===== src/rtl/ib_down_output_buffer_if.sv =====
// Purpose : word-level bus of the 8-bit downstream internal bus (data, SOP/EOP, active-low handshake).
// Latency : none, signal bundle only.
// Backpressure: dst_rdy_n from the sink stalls the source; a word moves when src_rdy_n=0 and dst_rdy_n=0.
//
// Modports: master drives data/sop_n/eop_n/src_rdy_n and samples dst_rdy_n; slave is the mirror.
interface ib_down_output_buffer_if #(
    parameter int DATA_WIDTH = 8
);
    logic [DATA_WIDTH-1:0] data;
    logic                  sop_n;
    logic                  eop_n;
    logic                  src_rdy_n;
    logic                  dst_rdy_n;

    modport master (output data, output sop_n, output eop_n, output src_rdy_n, input dst_rdy_n);
    modport slave  (input data, input sop_n, input eop_n, input src_rdy_n, output dst_rdy_n);
endinterface


===== src/rtl/ib_down_output_buffer.sv =====
// Purpose : framed FIFO between the internal bus transformer down port and the 8-bit endpoint; flags input framing errors.
// Latency : a word accepted on edge n is visible on out_bus after edge n (earliest read on edge n+1); no pass-through.
// Backpressure: in_bus.dst_rdy_n=1 only when full, out_bus.src_rdy_n=1 only when empty; both from registered count.
//
// Ports: clk, rst (async, active high); in_bus (slave: words from the transformer);
//        out_bus (master: words to the endpoint); frame_err (sticky framing violation);
//        pkt_cnt (EOP words delivered, only counts when IB_DOWN_BUF_STATS_EN is defined, else tied to 0).
module ib_down_output_buffer #(
    parameter int DATA_WIDTH = 8,
    parameter int ITEMS      = 4
) (
    input  logic                    clk,
    input  logic                    rst,
    ib_down_output_buffer_if.slave  in_bus,
    ib_down_output_buffer_if.master out_bus,
    output logic                    frame_err,
    output logic [15:0]             pkt_cnt
);
    localparam int CNT_W = $clog2(ITEMS + 1);
    localparam int PTR_W = (ITEMS > 1) ? $clog2(ITEMS) : 1;
    localparam logic [PTR_W-1:0] LAST_PTR = PTR_W'(ITEMS - 1);
    localparam logic [CNT_W-1:0] FULL_CNT = CNT_W'(ITEMS);

    // Framing flags are stored active high; inversion happens at the output.
    typedef struct packed {
        logic [DATA_WIDTH-1:0] data;
        logic                  sop;
        logic                  eop;
    } entry_t;

    typedef enum logic {IDLE, IN_PKT} state_t;

    entry_t           mem [ITEMS];
    logic [PTR_W-1:0] wr_ptr;
    logic [PTR_W-1:0] rd_ptr;
    logic [CNT_W-1:0] count;
    logic             full;
    logic             empty;
    logic             wr_en;
    logic             rd_en;
    logic             in_sop;
    logic             in_eop;
    state_t           state;
    state_t           state_nxt;
    logic             err_set;

    assign full   = (count == FULL_CNT);
    assign empty  = (count == '0);
    assign in_sop = ~in_bus.sop_n;
    assign in_eop = ~in_bus.eop_n;

    // A full buffer refuses writes even when a read frees a slot this cycle,
    // keeping the input handshake independent of the output side.
    assign wr_en = ~in_bus.src_rdy_n & ~full;
    assign rd_en = ~empty & ~out_bus.dst_rdy_n;

    assign in_bus.dst_rdy_n  = full;
    assign out_bus.src_rdy_n = empty;
    assign out_bus.data      = mem[rd_ptr].data;
    assign out_bus.sop_n     = ~mem[rd_ptr].sop;
    assign out_bus.eop_n     = ~mem[rd_ptr].eop;

    // Storage is cleared on reset so the output word returns to data 0, SOP/EOP inactive.
    always_ff @(posedge clk or posedge rst) begin
        if (rst) begin
            for (int i = 0; i < ITEMS; i++) begin
                mem[i] <= '0;
            end
        end else if (wr_en) begin
            mem[wr_ptr] <= '{data: in_bus.data, sop: in_sop, eop: in_eop};
        end
    end

    always_ff @(posedge clk or posedge rst) begin
        if (rst) begin
            wr_ptr <= '0;
            rd_ptr <= '0;
            count  <= '0;
        end else begin
            if (wr_en) begin
                wr_ptr <= (wr_ptr == LAST_PTR) ? '0 : wr_ptr + PTR_W'(1);
            end
            if (rd_en) begin
                rd_ptr <= (rd_ptr == LAST_PTR) ? '0 : rd_ptr + PTR_W'(1);
            end
            case ({wr_en, rd_en})
                2'b10:   count <= count + CNT_W'(1);
                2'b01:   count <= count - CNT_W'(1);
                default: count <= count;
            endcase
        end
    end

    // Framing checker: only accepted words advance it.
    always_ff @(posedge clk or posedge rst) begin
        if (rst) begin
            state     <= IDLE;
            frame_err <= 1'b0;
        end else begin
            state <= state_nxt;
            if (err_set) begin
                frame_err <= 1'b1;
            end
        end
    end

    always_comb begin
        state_nxt = state;
        err_set   = 1'b0;
        if (wr_en) begin
            case (state)
                IDLE: begin
                    // Missing SOP is flagged but the word still opens a packet.
                    err_set   = ~in_sop;
                    state_nxt = in_eop ? IDLE : IN_PKT;
                end
                IN_PKT: begin
                    // SOP inside a packet is flagged and restarts the packet.
                    err_set   = in_sop;
                    state_nxt = in_eop ? IDLE : IN_PKT;
                end
                default: begin
                    state_nxt = IDLE;
                end
            endcase
        end
    end

`ifdef IB_DOWN_BUF_STATS_EN
    always_ff @(posedge clk or posedge rst) begin
        if (rst) begin
            pkt_cnt <= '0;
        end else if (rd_en && mem[rd_ptr].eop) begin
            pkt_cnt <= pkt_cnt + 16'd1;
        end
    end
`else
    assign pkt_cnt = '0;
`endif
endmodule


===== src/flat_wrapper.sv =====
// flat-port wrapper written by rule: the top's interface ports become plain ports
module ib_down_output_buffer_flat 
#(
    parameter int DATA_WIDTH = 8,
    parameter int ITEMS      = 4
)
  (clk, rst, frame_err, pkt_cnt, in_bus_data, in_bus_sop_n, in_bus_eop_n, in_bus_src_rdy_n, in_bus_dst_rdy_n, out_bus_data, out_bus_sop_n, out_bus_eop_n, out_bus_src_rdy_n, out_bus_dst_rdy_n);
  ib_down_output_buffer_if #(.DATA_WIDTH(DATA_WIDTH)) in_bus_i ();
  ib_down_output_buffer_if #(.DATA_WIDTH(DATA_WIDTH)) out_bus_i ();
  input  logic clk;
  input  logic rst;
  output logic frame_err;
  output logic [15:0] pkt_cnt;
  input wire logic [$bits(in_bus_i.data)-1:0] in_bus_data;
  input wire logic [$bits(in_bus_i.sop_n)-1:0] in_bus_sop_n;
  input wire logic [$bits(in_bus_i.eop_n)-1:0] in_bus_eop_n;
  input wire logic [$bits(in_bus_i.src_rdy_n)-1:0] in_bus_src_rdy_n;
  output wire logic [$bits(in_bus_i.dst_rdy_n)-1:0] in_bus_dst_rdy_n;
  output wire logic [$bits(out_bus_i.data)-1:0] out_bus_data;
  output wire logic [$bits(out_bus_i.sop_n)-1:0] out_bus_sop_n;
  output wire logic [$bits(out_bus_i.eop_n)-1:0] out_bus_eop_n;
  output wire logic [$bits(out_bus_i.src_rdy_n)-1:0] out_bus_src_rdy_n;
  input wire logic [$bits(out_bus_i.dst_rdy_n)-1:0] out_bus_dst_rdy_n;
  assign in_bus_i.data = in_bus_data;
  assign in_bus_i.sop_n = in_bus_sop_n;
  assign in_bus_i.eop_n = in_bus_eop_n;
  assign in_bus_i.src_rdy_n = in_bus_src_rdy_n;
  assign in_bus_dst_rdy_n = in_bus_i.dst_rdy_n;
  assign out_bus_data = out_bus_i.data;
  assign out_bus_sop_n = out_bus_i.sop_n;
  assign out_bus_eop_n = out_bus_i.eop_n;
  assign out_bus_src_rdy_n = out_bus_i.src_rdy_n;
  assign out_bus_i.dst_rdy_n = out_bus_dst_rdy_n;
  ib_down_output_buffer #(.DATA_WIDTH(DATA_WIDTH), .ITEMS(ITEMS)) u_core (.clk(clk), .rst(rst), .in_bus(in_bus_i), .out_bus(out_bus_i), .frame_err(frame_err), .pkt_cnt(pkt_cnt));
endmodule

===== config.mk =====
export PLATFORM = sky130hd
export DESIGN_NAME = ib_down_output_buffer_flat
export DESIGN_NICKNAME = d
export VERILOG_FILES = /design/src/rtl/ib_down_output_buffer_if.sv /design/src/rtl/ib_down_output_buffer.sv /design/src/flat_wrapper.sv
export SDC_FILE = /design/constraint.sdc
export NUM_CORES = 1
export LEC_CHECK = 0
export BUFFER_PORTS_ARGS = -buffer_cell sky130_fd_sc_hd__buf_2
export CAP_MARGIN = 20
export CELL_PAD_IN_SITES_DETAIL_PLACEMENT = 1
export CELL_PAD_IN_SITES_GLOBAL_PLACEMENT = 2
export CORE_MARGIN = 2
export CORE_UTILIZATION = 35
export CTS_CLUSTER_SIZE = 30
export DETAILED_ROUTE_END_ITERATION = 7
export HOLD_SLACK_MARGIN = 0.15
export PLACE_DENSITY = 0.78
export SLEW_MARGIN = 20
export SYNTH_ARGS = -nofsm -noshare
export SYNTH_HDL_FRONTEND = slang
export SYNTH_SLANG_ARGS = --single-unit

===== constraint.sdc =====
create_clock -name clk -period 6 [get_ports clk]
set_clock_uncertainty 0.15 [all_clocks]
set_input_delay 0.3 -clock clk [delete_from_list [all_inputs] [get_ports clk]]
set_output_delay 0.3 -clock clk [all_outputs]
set_load 0.01 [all_outputs]

* Word-level counts from Yosys, hierarchy flattened
Cells that the tools add are included.
** Storage, ports and cells
- Bits in registers :: 49
- Output and inout port bits :: 29
- Logic and storage cells :: 57
** Cells by class
- Muxes and demuxes :: 12
- Equality and inequality tests :: 5
- Bitwise logic cells :: 13
- $lt $le $gt $ge :: 3
- Reductions and logical operators :: 3
- $add $sub $neg :: 4
** Operators with widths (count)
- 40-bit bitwise mux :: 1
- 10-bit two-way mux :: 3
- 10-bit binary-select mux with 2-bit select :: 1
- 10-bit demux with 2-bit select :: 1
- 1-bit inverter :: 9
- 2-bit equality test, second input constant :: 3
- 3-bit greater-or-equal comparator, second input constant :: 2
- 2-bit inverter with 3-bit output :: 2
- 3-bit one-hot mux with 2 select lines :: 1
- 2-bit by 1-bit adder with 2-bit output, second input constant :: 2
- 2-bit two-way mux :: 2
- 3-bit by 1-bit adder with 3-bit output, second input constant :: 1
- 3-bit equality test, second input constant :: 1
- 3-bit logical NOT :: 1
- 3-bit by 1-bit < comparator with 1-bit output, second input constant :: 1
- 3-bit by 1-bit subtractor with 3-bit output, second input constant :: 1
- 1-bit AND :: 2
- 2-bit by 1-bit equality test with 1-bit output, second input constant :: 1
- 1-bit two-way mux :: 2
- 1-bit one-hot mux with 2 select lines :: 1
- 2-bit nonzero test :: 1
- 1-bit logical AND :: 1

* Logic depth before layout (Yosys ltp)
- Word-level depth :: 6
- Mapped depth :: 9
- Mapped depth without buffers :: 8

* Least setup slack after synthesis
OpenSTA, ideal clock, no wires.
- Path kind :: flip-flop to flip-flop
- Start :: reg u_core.count[0]
- End :: reg u_core.count[2]
- Period minus slack after synthesis :: 2.427 ns
- Data required time :: 5.771 ns
- Arrival :: 2.198 ns
- Setup slack :: 3.573 ns
- Cell stages (with the launch flop) :: 10
- Path through :: dfrtp_1 -> nor3b_4 -> or2_2 -> buf_4 -> ha_1 -> inv_1 -> fa_1 -> xor2_1 -> nor2_1 -> xor2_1
** Between the ends
- Cells in the longest elaborated chain, start to end :: 5
- Elaborated cells on any way between the ends :: 12
- Classes of those cells :: add/sub: 2; eq/ne: 3; mux: 1; bitwise: 4; reduce/logical: 2
** Ends and longest elaborated chain
- from (decl) :: line ib_down_output_buffer.sv:36 : logic [CNT_W-1:0] count;
- from (signal assigned) :: line ib_down_output_buffer.sv:87 : 2'b10: count <= count + CNT_W'(1);
- from (signal assigned) :: line ib_down_output_buffer.sv:88 : 2'b01: count <= count - CNT_W'(1);
- from (signal assigned) :: line ib_down_output_buffer.sv:89 : default: count <= count;
- 3-bit equality test (*) :: line ib_down_output_buffer.sv:47 : assign full = (count == FULL_CNT);
- net in_bus_dst_rdy_n :: line flat_wrapper.sv:18 : output wire logic [$bits(in_bus_i.dst_rdy_n)-1:0] in_bus_dst_rdy_n;
- 1-bit inverter (*) :: line ib_down_output_buffer.sv:54 : assign wr_en = ~in_bus.src_rdy_n & ~full;
- 1-bit AND (*) :: line ib_down_output_buffer.sv:54
- 2-bit by 1-bit equality test with 1-bit output or 2-bit equality test (tied branches) :: line ib_down_output_buffer.sv:86 : case ({wr_en, rd_en})
- 3-bit one-hot mux with 2 select lines or 2-bit nonzero test (tied branches)
Mark *: on every way through the listed nets, which the timed path passes. The rest lies on a longest branch.
A chain may end at the register's enable or synchronous reset.

* Final worst setup path
- Start :: reg u_core.count[0]
- End :: reg u_core.count[2]
** Between the ends
- Cells in the longest elaborated chain, start to end :: 5
- Elaborated cells on any way between the ends :: 12
- Classes of those cells :: add/sub: 2; eq/ne: 3; mux: 1; bitwise: 4; reduce/logical: 2
** Ends and longest elaborated chain (line)
- 3-bit equality test or 3-bit logical NOT (tied branches) :: ib_down_output_buffer.sv:47, ib_down_output_buffer.sv:48
- 1-bit inverter (on tied branches) :: ib_down_output_buffer.sv:54, ib_down_output_buffer.sv:55
- 1-bit AND (on tied branches) :: ib_down_output_buffer.sv:54, ib_down_output_buffer.sv:55
- 2-bit by 1-bit equality test with 1-bit output or 2-bit equality test (tied branches) :: ib_down_output_buffer.sv:86
- 3-bit one-hot mux with 2 select lines or 2-bit nonzero test (tied branches)
Parallel ways exist; a longest one is shown, timed or not.

==> results.md <==
- Cts hold-fix bufs: 9
- Fraction of registers with async set/reset: 100%
- GRT Total Usage: 13.2%
- Starting Density: 35.7%
- Peak supply drop: 0.000149 V
- Gp weighted congestion: 0.735
- RSZ-0062 raised after global routing: false
- Post-synth EDFFs: 0
- Critical Path RT: 6.07 ns
- CTS tree: built
- Max FO, Critical Path: 13
- Status: completed
- Area leader, netlist: dfrtp_1
- Area Growth Syn to Fin: 14.5%
- Clock-pin slew of the registers on the worst-case setup and hold paths: 0.09 ns
- Area contributors post-synth: dfrtp_1 (48%), mux2_4 (19%), mux4_2 (8.8%)
- Vias in the first global route: 1501
- Clock Tree Root: clkbuf_8
- Crit path cell chain: nor3b_4 > or2_2 > ha_1 > inv_1 > fa_1 > xor2_1 > nor2_1 > xor2_1
- CP arrival: 2.67 ns
- Worst path max stage delay: 0.45 ns
- Sinks on Clock Net: 49
- First-iteration detailed-routing DRC count: 32
- Final ANT Viol Nets: 0
- Reg power frac: 39.9%
- Pin count of the biggest net entering global routing: 50
- Yosys reg bits: 49
- Most frequent cells in the layout: dfrtp_1 (49), mux2_4 (32), buf_2 (26)
- Layout Nets: 227
- Synth Instances: 168
- Post-synthesis sequential area ratio: 48.2%
- Power Total: 1.59 mW
- Setup violations, final: 0
- Fmax: 384 MHz
- Buffers from clock root to sink, at most: 2
- Drt total wl: 4.84 mm
- Post-synth top area share: 48.2%
- Commonest non-fill, non-tap cell in the layout: dfrtp_1
- Max-slew violations: 0
- Port buffer count: 26
- Mapped Area: 2550 um2
- Critical path class: flop to flop
- Worst-Margin Slew: 0.866 ns
- Syn_area_per_cell: 15.2 um2
- Net Switching: 0.510 mW
- Crit end category: flop
- P_leak: 1.33 nW
- DR pass1 iterations: 4
- Row cnt: 31
- Core region area: 7140 um2
- DPL Wire Length: 3.12 mm
- Diodes inserted: 0
- Combinational fraction of design power: 44.5%
- Unique masters post-synth: 24
- Die X: 89.3 um
- Post-cts gate resize count: 0
- Maxcap violations: 0
- CTS Buf Count: 5
- Net Sw Frac: 32.1%
- Slew Limit Headroom: 42.2%
- P per Cell Area: 545 nW/um2
- Skew-Pair Late Insertion Delay: 0.30 ns
- Via count: 1381
- Top_reg_cell synth: dfrtp_1
- Initial antenna violation count: 0
- Crit share post-route: 43.4%
- Internal power: 1.08 mW
- First-pass GRT wire length: 7.69 mm
- Die H: 89.3 um
- Ports: 43
- H-tree level count: 2
- Final period demand of the worst path: 2.60 ns
- Die area: 7970 um2
- Setup TNS: 0 ns
- Detailed-route vias per instance: 4.51
- Clock network power share: 15.7%
- Yosys warns: 0
- Wire length per cell: 15.8 um
- Hold Violations, Final: 0
- DRC: 0
- Worst path most repeated cell: xor2_1
- Hold Crit Class: input pin to flop
- CP Launch Type: flop
- Ratio of cells with drive above 1 in the final layout: 44.0%
- Post-CTS Setup Bufs: 0
- Gr ovfl total: 0
- Worst path slowest cell: dfrtp_1
==> worst paths after layout <==
| kind | slack, ns | from | end | cells after the start |
|---|---|---|---|---|
| max | 3.40 | u_core.count[0] | u_core.count[2] | 8 |
| min | 0.18 | in_bus_eop_n | u_core.state | 2 |
| max reg2reg | 3.40 | u_core.count[0] | u_core.count[2] | 8 |
| min reg2reg | 0.33 | u_core.frame_err | u_core.frame_err | 1 |
| max in group asynchronous | 4.65 | rst | u_core.count[2] | 3 |
| min in group asynchronous | 0.54 | rst | u_core.mem[25] | 3 |
==> stage by stage <==
| step | area (um2) | setup slack [ns] | hold slack [ns] | util [%] | std cells |
|---|---|---|---|---|---|
| final | 2920 | 3.40 | 0.181 | 40.8 | 306 |
| after global routing | 2920 | 3.17 | 0.189 | 40.8 | 306 |
| after CTS | 2910 | 3.36 | 0.182 | 40.8 | 306 |
| after global placement | 2700 | 3.51 | 0.318 | 37.9 | 289 |
| after floorplan | 2600 | 3.57 | 0.298 | - | 183 |
| after detailed placement | 2700 | 3.38 | 0.312 | 37.9 | 289 |
==> synth_stat cells (2+ instances only) <==
cell     number
mux4_2       10
dfrtp_1      49
buf_4        17
mux2_2        4
xnor2_1       2
mux2_4       32
nor3b_2       4
o22a_1        8
ha_1          6
nor2_1        3
buf_6         4
xor2_1        2
buf_2         2
nand2_1       8
inv_1         8
==> power groups by stage <==
stage,clock [mW],combinational (mW),sequential [mW]
2_1_floorplan,0,0.605,0.574
3_3_place_gp,0,0.696,0.637
3_5_place_dp,0,0.712,0.644
4_1_cts,0.259,0.719,0.638
5_1_grt,0.271,0.773,0.659
6_report,0.249,0.706,0.634
==> final cells by class <==
type,instances,area [um2]
inverter,8,31.3
fill,777,4220
sequential,49,1230
timing repair buffer,39,250
clock inverter,2,37.5
multi-input combinational,103,1160
clock buffer,6,82.6
tap,99,124
==> sequential cells by signal, summed over array words and instances, names as in the netlist <==
signal            cells
u_core.rd_ptr         2
u_core.state          1
u_core.frame_err      1
u_core.wr_ptr         2
u_core.mem           40
u_core.count          3
==> worst max-delay path: cells and delay by family (launching register included) <==
family | cells | cell delay (ns)
xor+xnor | 2 | 0.33
fa+ha+maj | 2 | 0.68
buf+inv | 1 | 0.07
flops | 1 | 0.45
simple gates | 3 | 0.83
==> routing by layer <==
metal | up-vias | GRT usage [%] | routed length, um
met3 | 7 | 3.23 | 171
met2 | 29 | 21.8 | 2300
met4 | 0 | 4.88 | 72
met5 | - | 0 | 0
li1 | 630 | - | -
met1 | 715 | 16.8 | 2290
==> cells by family (layout without fill, tap and decap cells) <==
kind of cell / after synthesis / in the layout / share of synthesized area (%)
xor gates and xnor gates: 4 / 4 / 1.38
other: 1 / 16 / 0.147
muxes: 47 / 47 / 29.9
DFF: 49 / 49 / 48.2
adders and majority gates: 7 / 7 / 3.73
and+or+nand+nor: 19 / 19 / 5.01
AOI/OAI and AO/OA: 10 / 10 / 3.34
buffers and inverters: 31 / 55 / 8.35
Note: power is estimated with default switching activity, not from simulation.
